--- src/rtl/clk_div_bank.sv ---
// clk_div_bank: NCH programmable clock-enable dividers with glitch-free boundary reload, pulse/square output and shared sync
module clk_div_bank #(
  parameter int NCH = 4,
  parameter int WIDTH = 16,
  parameter int DEF_DIV = 4,
  localparam int CHW = (NCH > 1) ? $clog2(NCH) : 1
) (
  input  logic             i_clk,
  input  logic             i_rst_n,
  input  logic [NCH-1:0]   i_en,
  input  logic             i_sync,
  input  logic             i_wr,
  input  logic [CHW-1:0]   i_wr_ch,
  input  logic [WIDTH-1:0] i_wr_div,
  input  logic             i_wr_mode,
  output logic [NCH-1:0]   o_tick,
  output logic [NCH-1:0]   o_clk,
  output logic [NCH-1:0]   o_pend
);
  for (genvar c = 0; c < NCH; c++) begin : g_ch
    logic [WIDTH-1:0] cnt_q, cnt_d, div_q, div_d, sdiv_q, sdiv_d, d;
    logic mode_q, mode_d, smode_q, smode_d, pend_q, pend_d, tick_q, tick_d, clk_q, clk_d;
    logic bnd, hit, now;
    assign d = (div_q < WIDTH'(2)) ? WIDTH'(2) : div_q;
    assign bnd = i_en[c] && (cnt_q == d);
    assign hit = i_wr && (i_wr_ch == CHW'(c));
    assign now = i_sync || bnd;
    always_comb begin
      cnt_d = (!i_en[c] || now) ? WIDTH'(1) : cnt_q + WIDTH'(1);
      tick_d = bnd && !i_sync;
      clk_d = mode_q ? (i_en[c] && (cnt_q <= (d >> 1))) : tick_d;
      div_d = div_q;
      mode_d = mode_q;
      sdiv_d = sdiv_q;
      smode_d = smode_q;
      pend_d = pend_q;
      if (hit && (now || !i_en[c])) begin
        div_d = i_wr_div;
        mode_d = i_wr_mode;
        pend_d = 1'b0;
      end else if (hit) begin
        sdiv_d = i_wr_div;
        smode_d = i_wr_mode;
        pend_d = 1'b1;
      end else if (now && pend_q) begin
        div_d = sdiv_q;
        mode_d = smode_q;
        pend_d = 1'b0;
      end
    end
    always_ff @(posedge i_clk or negedge i_rst_n) begin
      if (!i_rst_n) begin
        cnt_q <= WIDTH'(1);
        div_q <= WIDTH'(DEF_DIV);
        sdiv_q <= WIDTH'(DEF_DIV);
        mode_q <= 1'b0;
        smode_q <= 1'b0;
        pend_q <= 1'b0;
        tick_q <= 1'b0;
        clk_q <= 1'b0;
      end else begin
        cnt_q <= cnt_d;
        div_q <= div_d;
        sdiv_q <= sdiv_d;
        mode_q <= mode_d;
        smode_q <= smode_d;
        pend_q <= pend_d;
        tick_q <= tick_d;
        clk_q <= clk_d;
      end
    end
    assign o_tick[c] = tick_q;
    assign o_clk[c] = clk_q;
    assign o_pend[c] = pend_q;
  end
endmodule

--- config.mk ---
export PLATFORM = sky130hd
export DESIGN_NAME = clk_div_bank
export DESIGN_NICKNAME = d
export VERILOG_FILES = /design/src/rtl/clk_div_bank.sv
export SDC_FILE = /design/constraint.sdc
export NUM_CORES = 1
export LEC_CHECK = 0
export CAP_MARGIN = 20
export CORE_MARGIN = 1.5
export CORE_UTILIZATION = 45
export CTS_BUF_LIST = sky130_fd_sc_hd__clkbuf_8
export CTS_CLUSTER_DIAMETER = 40
export DETAILED_ROUTE_END_ITERATION = 10
export GPL_TIMING_DRIVEN = 1
export PLACE_DENSITY = 0.58
export SLEW_MARGIN = 5
export SYNTH_ARGS = -nofsm -noshare
export SYNTH_HDL_FRONTEND = slang
export SYNTH_SLANG_ARGS = --single-unit
--- constraint.sdc ---
create_clock -name i_clk -period 3 [get_ports i_clk]
set_clock_uncertainty 0.15 [all_clocks]
set_input_delay 0.6 -clock i_clk [delete_from_list [all_inputs] [get_ports i_clk]]
set_output_delay 0.6 -clock i_clk [all_outputs]
set_load 0.02 [all_outputs]
# After elaboration in Yosys (flattened, before gate mapping)
# Index checks and enable logic that the tools add are counted.
# totals
reg_bits	212
input_bits	27
output_inout_bits	12
word_cells	161
# op_classes
n_addsub	4
n_lt_le_gt_ge	8
n_eq_ne	11
muxes	48
n_bitwise	4
n_reduce_logical	54
# ops
operator	count
two-way mux 16 bit	20
adder 16 x 1 -> 16 bit (second input constant)	4
equality test 16 bit	4
<= comparator 16 x 15 -> 1 bit	4
< comparator 16 x 2 -> 1 bit (second input constant)	4
two-way mux 1 bit	28
logical AND 1 bit	24
AND reduction 2 bit	8
nonzero test 3 bit	4
logical OR 1 bit	8
!= test 2 x 1 -> 1 bit (second input constant)	4
nonzero test 2 bit	4
zero test 1 bit	5
equality test 2 bit (second input constant)	2
NOT 1 bit	4
equality test 2 x 1 -> 1 bit (second input constant)	1
zero test 2 bit	1

# Logic depth before layout (Yosys ltp)
# Gate-level depths: netlist (run 1).
# depth
depth_word	9
depth_mapped	11
mapped_depth_nobuf	11

# Least setup slack after synthesis (run 1)
# No wires, ideal clock.
# synth_timing
path_type	in2reg
start	in i_en[2]
end	reg g_ch[2].sdiv_q[10]
setup_time_ns	0.127
arrival_ns	2.214
required_ns	2.723
setup_slack_ns	0.509
cell_stages	8
n_path_buf	2
path_cell_list	clkbuf_1 -> and4b_1 -> a41oi_1 -> a31o_4 -> nand2_4 -> nor2_4 -> buf_6 -> mux2_1
# synth_via
elab_chain_cells	6
word_cells_on_any_way	7
classes_between	bitwise: 1; reduce/logical: 6
# synth_lines
item	line	source
from (decl)	10	input logic [NCH-1:0] i_en,
logical AND 1 bit	25	assign bnd = i_en[c] && (cnt_q == d);
logical OR 1 bit	27	assign now = i_sync || bnd;
logical OR 1 bit *	37	if (hit && (now || !i_en[c])) begin
logical AND 1 bit *	37	
NOT 1 bit (no source line) *	n/a	
AND reduction 2 bit (no source line) *	n/a	
to (signal assigned)	55	sdiv_q <= WIDTH'(DEF_DIV);
to (signal assigned)	64	sdiv_q <= sdiv_d;
to (decl)	21	logic [WIDTH-1:0] cnt_q, cnt_d, div_q, div_d, sdiv_q, sdiv_d, d;
# Mark *: on every way between the ends. The rest lies on a longest branch, timed or not.
# A chain may end at the register's enable or synchronous reset.

# Worst setup path in the final report (run 1)
# layout_timing
start	reg g_ch[1].div_q[14]
end	reg g_ch[1].div_q[1]
# layout_via
elab_chain_cells	9
word_cells_on_any_way	12
classes_between	order compare: 1; eq/ne: 2; mux: 2; reduce/logical: 7
# layout_lines
item	line	source
from (decl)	21	
from (signal assigned)	54	div_q <= WIDTH'(DEF_DIV);
from (signal assigned)	63	div_q <= div_d;
< comparator 16 x 2 -> 1 bit	24	assign d = (div_q < WIDTH'(2)) ? WIDTH'(2) : div_q;
two-way mux 16 bit *	24	
equality test 16 bit *	25	
logical AND 1 bit *	25	
logical OR 1 bit *	27	
logical OR 1 bit	37	
logical AND 1 bit	37	
!= test 2 x 1 -> 1 bit (no source line) / nonzero test 2 bit (equally long branches)	n/a	
AND reduction 2 bit (no source line)	n/a	
# Marked as above.

==> results of run 1 <==
## layout by cell type (no fill, tap or decap), drive strengths merged, types with 18 or more instances in the layout
cell,netlist,layout
mux2,69,69
o221a,34,34
clkdlybuf4s50,0,37
ha,64,64
a21oi,61,61
o21ai,28,28
and3,21,21
inv,85,100
nand4,25,25
nand2,43,43
xnor2,64,64
dfrtp,200,200
clkbuf,8,49
xor2,51,51
buf,32,41
nor2,107,107
o22ai,18,18
nor4,21,21
nand3,47,47
or2,22,22
nand2b,23,23
## state kept, by name, summed over array words and instances, names as in the netlist
register and flops:
g_ch.tick_q 4, g_ch.sdiv_q 64, g_ch.clk_q 4, g_ch.div_q 64, g_ch.mode_q 4, g_ch.pend_q 4, g_ch.cnt_q 64, g_ch.smode_q 4
## worst reg2reg max path, delay by kind of cell (launching register included)
family                 cells  cell delay [ps]
AOI/OAI and AO/OA          3              870
buffers and inverters      1              140
and+or+nand+nor            4             1080
DFF                        1              430
## stage by stage
stage	TNS [ps]	instances	setup WS, ps
2_1_floorplan	0	1121	509.0
3_3_place_gp	0	1489	56.41
3_5_place_dp	-100.9	1489	-18.44
4_1_cts	0	1567	42.55
5_1_grt	0	1567	34.21
6_report	0	1567	196.0
## synthesized netlist by cell type (23+ instances only)
library cell	n	share of area [%]
mux2_1	68	6.6
xor2_1	51	3.8
nand4_1	25	1.3
a21oi_1	59	2.5
inv_1	85	2.7
nand2_1	40	1.3
ha_1	64	6.9
nor2_1	101	3.2
xnor2_1	64	4.8
o21ai_0	27	1.2
nand3_1	43	1.8
dfrtp_1	200	43
nand2b_1	23	1.2
## routing by layer
metal | GRT usage, % | vias to the layer above
met2 | 34.18 | 156
met1 | 31.39 | 4141
met3 | 3.561 | 41
met4 | 5.702 | 0
li1 | - | 4135
met5 | 0 | -
## worst paths after layout
check | cells after the start | to | slack (ps)
max | 8 | g_ch[1].div_q[1] | 200
min | 2 | g_ch[0].div_q[2] | 310
max reg2reg | 8 | g_ch[1].div_q[1] | 200
min reg2reg | 2 | g_ch[0].div_q[2] | 310
max in group asynchronous | 3 | g_ch[0].cnt_q[0] | 1430
min in group asynchronous | 2 | g_ch[1].cnt_q[4] | 430
## what timing repair did
item / in CTS / in global routing
resized for setup: 0 / 4
setup endpoints to repair: 0 / 29
hold buffers: 1 / 0
endpoints found under the hold margin: 55 / 0
## power by group through the flow
| stage | Clock, mW | Sequential (mW) | Combinational (mW) |
|---|---|---|---|
| final | 2.99 | 3.97 | 1.92 |
| after global routing | 3.20 | 4.05 | 2.16 |
| after CTS | 3.06 | 3.97 | 1.93 |
| after detailed placement | 0 | 4.01 | 1.92 |
| after global placement | 0 | 4.01 | 1.87 |
| after floorplan | 0 | 3.83 | 1.37 |
## cell type report
cell class	instances	area [µm²]	share of cell area [%]
multi-input cells	783	5816	43.05
flip-flops and latches	212	5320	39.38
repair buffers	79	770.7	5.705
clock buffers	49	674.4	4.992
well taps	330	412.9	3.056
inverters	86	322.8	2.390
clock inverters	28	192.7	1.426
## cell families (layout without fill, tap and decap cells)
family	Yosys count	after routing	synth area share, %
buffers and inverters	126	242	4.905
DFF	212	212	45.53
and+or+nand+nor	347	347	15.59
AOI/OAI and AO/OA	187	187	11.73
muxes	70	70	6.768
xor gates and xnor gates	115	115	8.621
adders and majority gates	64	64	6.854
==> out/results.txt, run 1 <==
Post-CTS setup buffers: 0
Beginning of the critical path: g_ch[1].div_q[14]
Slew Limit Fails: 0
Die height: 164.1 µm
Post-synth EDFFs: 0
Yosys Warn Count: 0
Period utilization: 93.47%
Critical path's most frequent cell: nand3_2
Hold slack final: 310.0 ps
Net Sw Frac: 31.52%
RSZ-0062 raised after global routing: no
Final hold violation count: 0
Clk sink count: 212
Drc violations: 0
# setup viols final: 0
Highest clock rate: 356.6 MHz
Die width: 164.1 µm
Critical R2R Launch: g_ch[1].div_q[14]
Core Util, Final: 53.34%
Antenna diode count: 0
Mapped Area: 0.01168 mm²
Distinct cells, synth: 67
Max stage delay on crit path: 430 ps
Grt total ovfl: 0
NetSw: 2.797 mW
I/O Buffers: 38
Vias in the first global route: 8402
CP delay by family, top: simple AND/OR/NAND/NOR gates
Hold Crit Class: register to register
Tmin final: 2804 ps
Highest metal used: met4
Syn nets: 1212
Post-synthesis sequential area ratio: 45.53%
Max-cap viol count: 0
Asr flop ratio synth: 100.0%
Std cell rows: 58
Design area: 0.01351 mm²
Maximum VDD drop: 0.3168 mV
Max H-tree Level: 2
Critical Path AT: 3080 ps
GRT Resource Usage Total: 21.84%
Area grow syn2layout: 15.62%
Final nets: 1296
Logic pwr share: 21.6%
Sequential Power Share: 44.8%
Die area: 0.02694 mm²
Total power: 8.873 mW
Synthesized area per cell: 10.42 µm²
CTS tree: yes
Met1 Wirelength: 13.84 mm
Rel. slew slack: 48.33%
Crit path cell chain: nor4_1 > a41oi_1 > o32ai_1 > nand3_2 > nand2_2 > buf_4 > nand3_2 > o221a_1
Core area: 0.02533 mm²
Drt via density: 5.407
CP endpoint kind: register
Critical path class: register to register
P_int: 6.076 mW
WP buf/inv: 1
Starting density of the core: 46.13%
CP Data Required Time: 3280 ps
DRT antenna net count: 0
#FFs+latches synth: 212
Later-pin clock latency in the skew report: 550 ps
Pin count of the biggest net entering global routing: 66
Min-delay src: g_ch[0].sdiv_q[2]
Routed wire length: 28.16 mm
Crit-path max FO: 17
Outcome: finished clean
Fillcell total: 2321
Root Buffer Master: clkbuf_8
Met2 WL: 12.69 mm
Measured slew at the worst slew-check pin: 768.0 ps
WL per Instance: 17.97 µm
Top FF cell, synth: dfrtp_1
Worst-path clk slew: 60 ps
DR iter-0 viols: 547
DRT Pass-1 Iters: 5
Slowest cell on the critical path: dfrtp_1
Clock network fraction of total power: 33.6%
Max Buffers Root-to-Sink: 3
Layout cell share with drive strength beyond 1: 13.02%
Global placer's final weighted congestion: 0.8216
CTS buffer count: 43
Initial antenna violation count: 1
P per Cell Area: 656.8 mW/mm²
DPL Wire Length: 19.56 mm
Critical path startpoint category: register
Total leakage power: 6.015 nW
First-pass GRT wire length: 45.98 mm
Mapped Cells: 1121
Vias: 8473
Cell area after placement: 0.01261 mm²
Met3 WL: 1.122 mm
Ports: 39
Note: power is estimated with default switching activity, not from simulation.
==> inputs of run 2 (changes only) <==
--- a/config.mk
+++ b/config.mk
@@ -7,12 +7,12 @@
 export LEC_CHECK = 0
 export CAP_MARGIN = 20
 export CORE_MARGIN = 1.5
-export CORE_UTILIZATION = 45
+export CORE_UTILIZATION = 50
 export CTS_BUF_LIST = sky130_fd_sc_hd__clkbuf_8
 export CTS_CLUSTER_DIAMETER = 40
 export DETAILED_ROUTE_END_ITERATION = 10
 export GPL_TIMING_DRIVEN = 1
-export PLACE_DENSITY = 0.58
+export PLACE_DENSITY = 0.63
 export SLEW_MARGIN = 5
 export SYNTH_ARGS = -nofsm -noshare
 export SYNTH_HDL_FRONTEND = slang
==> run 2 against run 1 <==
  * Routed wire length shrank 4.3%
  * Hold slack gained 15 ps
  * Setup slack gained 39 ps
  * Sequential share of layout area grew 0.20 points
  * Die area shrank 9.8%
  * Sequential power is essentially flat
  * Combinational power shrank 4%
  * Critical path type unchanged
==> out/results.txt, run 2 (synthesis gave the netlist of run 1 again) <==
Highest clock rate: 361.6 MHz (+1.4%)
CTS buffer count: 41 (-4.7%)
Biggest regs: g_ch.cnt_q x64, g_ch.div_q x64, g_ch.sdiv_q x64
Antenna diode count: 0 (unchanged)
Fillcell total: 1987 (-14%)
Measured slew at the worst slew-check pin: 621.7 ps (-146.3 ps)
Critical Path AT: 3030 ps (-50 ps)
CP endpoint kind: register
I/O Buffers: 38 (unchanged)
Final hold violation count: 0 (unchanged)
DR iter-0 viols: 448 (-18%)
Outcome: finished clean
Net Sw Frac: 30.25% (-1.3 points)
Global placer's final weighted congestion: 0.8390 (+2.1%)
Slew Limit Fails: 0 (unchanged)
Max stage delay on crit path: 450 ps (+20 ps)
P per Cell Area: 666.9 mW/mm² (+1.5%)
Worst-path clk slew: 60 ps (about the same)
Non-filler cells, final: 1540 (-1.7%)
Tmin final: 2765 ps (-38.92 ps)
Period utilization: 92.17% (-1.3 points)
DRT antenna net count: 0 (unchanged)
Clk sink count: 212 (unchanged)
Post-CTS setup buffers: 0 (unchanged)
Routed wire length: 26.95 mm (-4.3%)
Critical path class: register to register
Sequential Power Share: 44.4% (-0.4 points)
Later-pin clock latency in the skew report: 540 ps (about the same)
P_int: 6.252 mW (+2.9%)
Clock network fraction of total power: 35.0% (+1.4 points)
RSZ-0062 raised after global routing: no
Max Buffers Root-to-Sink: 3 (unchanged)
Drc violations: 0 (unchanged)
Design area: 0.01344 mm² (-0.51%)
Cell area after placement: 0.01251 mm² (-0.74%)
Core Util, Final: 59.01% (+5.7 points)
CTS tree: yes
Max H-tree Level: 2 (unchanged)
Critical path startpoint category: register
Max-cap viol count: 0 (unchanged)
Rel. slew slack: 58.17% (+9.8 points)
Pin count of the biggest net entering global routing: 79 (+20%)
Vias in the first global route: 8545 (+1.7%)
Grt total ovfl: 0 (unchanged)
Die width: 155.9 µm (-5.0%)
GRT Resource Usage Total: 23.33% (+1.5 points)
Crit-path max FO: 17 (unchanged)
Final nets: 1286 (-0.77%)
Crit path cell chain: nor4_1 > nand4_1 > mux2_4 > a41o_4 > nor2_4 > mux2_1
Slowest cell on the critical path: dfrtp_1
CP delay by family, top: simple AND/OR/NAND/NOR gates
WP buf/inv: 0 (-1)
# setup viols final: 0 (unchanged)
Total leakage power: 6.004 nW (-0.17%)
Maximum VDD drop: 0.3127 mV (-1.3%)
Logic pwr share: 20.6% (-1.0 points)
NetSw: 2.712 mW (-3.0%)
Drt via density: 5.523 (+2.1%)
Vias: 8505 (+0.38%)
Commonest non-fill, non-tap cells in the layout: dfrtp_1 (200), nor2_1 (101), inv_1 (98)
Die area: 0.02429 mm² (-9.8%)
Hold Crit Class: register to register
Dpl cells: 1464 (-1.7%)
Ports: 39 (unchanged)
Layout cell share with drive strength beyond 1: 12.22% (-0.79 points)
Root Buffer Master: clkbuf_8
Most common cell after layout, fill and taps aside: dfrtp_1
DPL Wire Length: 18.64 mm (-4.7%)
Initial antenna violation count: 1 (unchanged)
Core area: 0.02278 mm² (-10%)
WL per Instance: 17.50 µm (-2.6%)
Starting density of the core: 51.29% (+5.2 points)
Hold slack final: 324.8 ps (+14.78 ps)
Area grow syn2layout: 15.04%
DRT Pass-1 Iters: 5 (unchanged)
First-pass GRT wire length: 45.08 mm (-2.0%)
Setup TNS: 0 ps (unchanged)
Std cell rows: 55 (-5.2%)
Die height: 155.9 µm (-5.0%)
CP Data Required Time: 3260 ps (-20 ps)
-- run 2: what timing repair did --
| item | CTS | global route |
|---|---|---|
| setup endpoints to repair | 0 | 16 |
| hold buffers | 1 | 0 |
| resized for setup | 0 | 1 |
| endpoints found under the hold margin | 69 | 0 |
-- run 2: per-stage QoR --
stage                     setup WS (ps)  power, mW
after floorplan                   509.0      5.200
after global placement            71.96      5.816
after detailed placement          15.34      5.867
after CTS                         186.4      9.055
after global routing              76.74      9.509
final                             234.9      8.964
-- run 2: final cells by class --
| class | count | area (µm²) | share of cell area (%) |
|---|---|---|---|
| Multi-Input combinational cell | 783 | 5796 | 43.12 |
| Timing Repair Buffer | 71 | 698.2 | 5.195 |
| Clock inverter | 24 | 210.2 | 1.564 |
| Clock buffer | 51 | 701.9 | 5.222 |
| Tap cell | 313 | 391.6 | 2.914 |
| Sequential cell | 212 | 5320 | 39.58 |
| Inverter | 86 | 322.8 | 2.402 |
-- run 2: layer usage --
layer | share of wire, % | vias up | global-route usage, %
met2 | 46 | 180 | 36.68
li1 | - | 4111 | -
met3 | 4.6 | 39 | 3.750
met4 | 1.6 | 0 | 5.578
met5 | 0 | - | 0
met1 | 48 | 4175 | 33.79
-- run 2: power by group through the flow --
stage | Combinational (mW) | Clock, mW | Sequential (mW)
final | 1.85 | 3.13 | 3.98
after CTS | 1.86 | 3.22 | 3.98
after global routing | 2.11 | 3.33 | 4.06
after global placement | 1.80 | 0 | 4.02
after detailed placement | 1.85 | 0 | 4.02
after floorplan | 1.37 | 0 | 3.83
-- run 2: tightest hold or removal path, delay by kind of cell, from the launching register on --
kind	cells	cell delay, ps
DFF	1	370
AOI/OAI and AO/OA	1	60
buffers and inverters	1	50
-- run 2: path summary, 6_finish.rpt --
check / from / endpoint / slack (ps) / cells after the start
worst max-delay path: g_ch[3].div_q[11] / g_ch[3].sdiv_q[12] / 230 / 6
worst min-delay path: g_ch[0].sdiv_q[2] / g_ch[0].div_q[2] / 320 / 2
worst max register to register: g_ch[3].div_q[11] / g_ch[3].sdiv_q[12] / 230 / 6
worst min register to register: g_ch[0].sdiv_q[2] / g_ch[0].div_q[2] / 320 / 2
max in group asynchronous: i_rst_n / g_ch[0].div_q[7] / 1390 / 3
min in group asynchronous: i_rst_n / g_ch[1].cnt_q[3] / 470 / 2
==> inputs of run 3 (changes only) <==
--- a/config.mk
+++ b/config.mk
@@ -6,10 +6,9 @@
 export NUM_CORES = 1
 export LEC_CHECK = 0
 export CAP_MARGIN = 20
-export CORE_MARGIN = 1.5
+export CORE_MARGIN = 2
 export CORE_UTILIZATION = 50
 export CTS_BUF_LIST = sky130_fd_sc_hd__clkbuf_8
-export CTS_CLUSTER_DIAMETER = 40
 export DETAILED_ROUTE_END_ITERATION = 10
 export GPL_TIMING_DRIVEN = 1
 export PLACE_DENSITY = 0.63
==> run 3 against run 2 <==
  * Final cell count decreased by 0.19%
  * Highest routed layer unchanged
  * Utilization decreased by 0.65 points
  * Setup slack got worse by 36 ps
  * Routed wire length increased by 1.2%
  * Die area increased by 1.3%
  * First-iteration DRC count increased by 21%
  * Hold slack got worse by 5.5 ps
  * Register-to-register slack got worse by 40 ps
  * Maximum frequency decreased by 1.3%
  * Clock power decreased by 12%
==> out/results.txt, run 3 (synthesis gave the netlist of run 1 again) <==
Crit-path max FO: 17 (unchanged)
Total leakage power: 5.958 nW (-0.77%)
Setup TNS: 0 ps (unchanged)
Worst-path clk slew: 60 ps (about the same)
Outcome: finished clean
Max Buffers Root-to-Sink: 3 (unchanged)
Drc violations: 0 (unchanged)
Root Buffer Master: clkbuf_8
Max H-tree Level: 2 (unchanged)
Slew Limit Fails: 0 (unchanged)
Max stage delay on crit path: 740 ps (+290 ps)
WP buf/inv: 0 (unchanged)
First-pass GRT wire length: 44.84 mm (-0.53%)
Clock network fraction of total power: 32.0% (-3.0 points)
Period utilization: 93.36% (+1.2 points)
Sequential Power Share: 46.5% (+2.1 points)
Critical path class: register to register
Critical R2R Launch: g_ch[1].div_q[13]
Logic pwr share: 21.5% (+0.9 points)
CP endpoint kind: register
Reg2Reg Setup Slack: 200 ps (-40 ps)
P per Cell Area: 644.7 mW/mm² (-3.3%)
GRT Resource Usage Total: 23.12% (-0.20 points)
Die width: 156.9 µm (+0.64%)
Hold Crit Class: register to register
Final nets: 1285 (-0.078%)
Drt via density: 5.552 (+0.53%)
Rel. slew slack: 37.61% (-21 points)
Grt total ovfl: 0 (unchanged)
Std cell rows: 55 (unchanged)
# setup viols final: 0 (unchanged)
Global placer's final weighted congestion: 0.8595 (+2.4%)
Measured slew at the worst slew-check pin: 934.9 ps (+313.2 ps)
Crit path cell chain: nor4_1 > and4_1 > o32ai_1 > nand3_2 > nand2_2 > nor2_2 > mux2_1
Die area: 0.02461 mm² (+1.3%)
DRT Pass-1 Iters: 5 (unchanged)
Hold EP: g_ch[0].div_q[2]
CTS tree: yes
Area grow syn2layout: 13.77%
DRT antenna net count: 0 (unchanged)
Critical Path AT: 3050 ps (+20 ps)
Maximum VDD drop: 0.3138 mV (+0.33%)
Layout cell share with drive strength beyond 1: 11.44% (-0.79 points)
Antenna diode count: 0 (unchanged)
Fillcell total: 1962 (-1.3%)
Hold slack final: 319.3 ps (-5.465 ps)
Hold Crit Depth: 2 (unchanged)
I/O Buffers: 38 (unchanged)
WL per Instance: 17.74 µm (+1.4%)
Post-CTS setup buffers: 0 (unchanged)
FF-to-FF path depth: 7 (+1)
Reg-to-Reg End: g_ch[1].sdiv_q[1]
Min-delay src: g_ch[0].sdiv_q[2]
Pin count of the biggest net entering global routing: 60 (-24%)
Core area: 0.02278 mm² (unchanged)
CTS buffer count: 40 (-2.4%)
Routed wire length: 27.27 mm (+1.2%)
DPL Wire Length: 18.83 mm (+1.0%)
Most common cell after layout, fill and taps aside: dfrtp_1
Highest clock rate: 357.0 MHz (-1.3%)
Starting density of the core: 51.29% (unchanged)
NetSw: 2.675 mW (-1.4%)
Final hold violation count: 0 (unchanged)
Die height: 156.9 µm (+0.64%)
Vias in the first global route: 8328 (-2.5%)
RSZ-0062 raised after global routing: no
Ports: 39 (unchanged)
Initial antenna violation count: 1 (unchanged)
Slowest cell on the critical path: nor2_2
Max-cap viol count: 0 (unchanged)
DR iter-0 viols: 540 (+21%)
Critical path startpoint category: register
Net Sw Frac: 31.22% (+0.96 points)
Later-pin clock latency in the skew report: 530 ps (about the same)
Clk sink count: 212 (unchanged)
CP delay by family, top: simple AND/OR/NAND/NOR gates
CP Data Required Time: 3250 ps (about the same)
Biggest regs: g_ch.cnt_q x64, g_ch.div_q x64, g_ch.sdiv_q x64
Tmin final: 2801 ps (+35.62 ps)
Commonest non-fill, non-tap cells in the layout: dfrtp_1 (200), inv_1 (105), nor2_1 (101)
Vias: 8533 (+0.33%)
P_int: 5.894 mW (-5.7%)
==> run 3: cell count changes in the layout (fill, tap and decap cells not counted), sizes merged <==
| cell | change |
|---|---|
| bufinv | -3 |
| inv | +7 |
| buf | -1 |
| clkinv | -4 |
| clkbuf | -2 |
==> run 3: worst max-delay path by stage <==
| stage | from | end | slack (ps) | cells after the start |
|---|---|---|---|---|
| global placement | i_en[3] | g_ch[3].div_q[10] | 40 | 6 |
| global route | g_ch[1].div_q[13] | g_ch[1].sdiv_q[1] | 40 | 7 |
| finish | g_ch[1].div_q[13] | g_ch[1].sdiv_q[1] | 200 | 7 |
| detailed placement | i_en[3] | g_ch[3].div_q[0] | 20 | 6 |
| CTS | g_ch[1].div_q[13] | g_ch[1].sdiv_q[7] | 170 | 7 |
| floorplan | i_en[2] | g_ch[2].sdiv_q[10] | 510 | 8 |
==> run 3: what timing repair did <==
item,in CTS,in global routing
gates resized for setup,0,0
hold buffers,1,0
hold endpoints to repair,44,0
==> run 3: power by group through the flow <==
stage	Sequential [mW]	Clock, mW	Combinational (mW)
after global routing	4.06	2.97	2.10
after CTS	3.98	2.82	1.86
final	3.98	2.74	1.84
after global placement	4.01	0	1.80
after floorplan	3.83	0	1.37
after detailed placement	4.02	0	1.85
==> run 3: layer usage <==
| layer | up-vias | GRT usage (%) | share of wire [%] |
|---|---|---|---|
| li1 | 4116 | - | - |
| met1 | 4195 | 33.26 | 48 |
| met2 | 177 | 36.32 | 46 |
| met3 | 45 | 3.960 | 4.5 |
| met4 | 0 | 5.941 | 1.8 |
| met5 | - | 0 | 0 |
==> run 3: stage by stage <==
stage / utilization (%) / instances / cell area, µm² / total power, mW / worst slack (ps)
after global routing: 58.36 / 1537 / 13290 / 9.129 / 35.12
final: 58.36 / 1537 / 13290 / 8.569 / 199.3
after CTS: 58.36 / 1537 / 13290 / 8.658 / 167.0
after detailed placement: 54.87 / 1464 / 12500 / 5.867 / 19.15
after floorplan: - / 1121 / 11680 / 5.200 / 509.0
after global placement: 54.87 / 1464 / 12500 / 5.812 / 40.92
==> run 3: worst register-to-register path: stages (launching register included) <==
cell and delay (ps):
dfrtp_1 430, nor4_1 420, and4_1 270, o32ai_1 90, nand3_2 110, nand2_2 70
nor2_2 740, mux2_1 400
==> run 3: final cells by class <==
| class | count | area, µm² | area share, % |
|---|---|---|---|
| inverter | 86 | 322.8 | 2.428 |
| sequential | 212 | 5320 | 40.02 |
| multi-input combinational | 783 | 5791 | 43.56 |
| timing repair buffer | 71 | 684.4 | 5.149 |
| clock inverter | 24 | 122.6 | 0.9224 |
| clock buffer | 48 | 660.6 | 4.970 |
| tap | 313 | 391.6 | 2.946 |
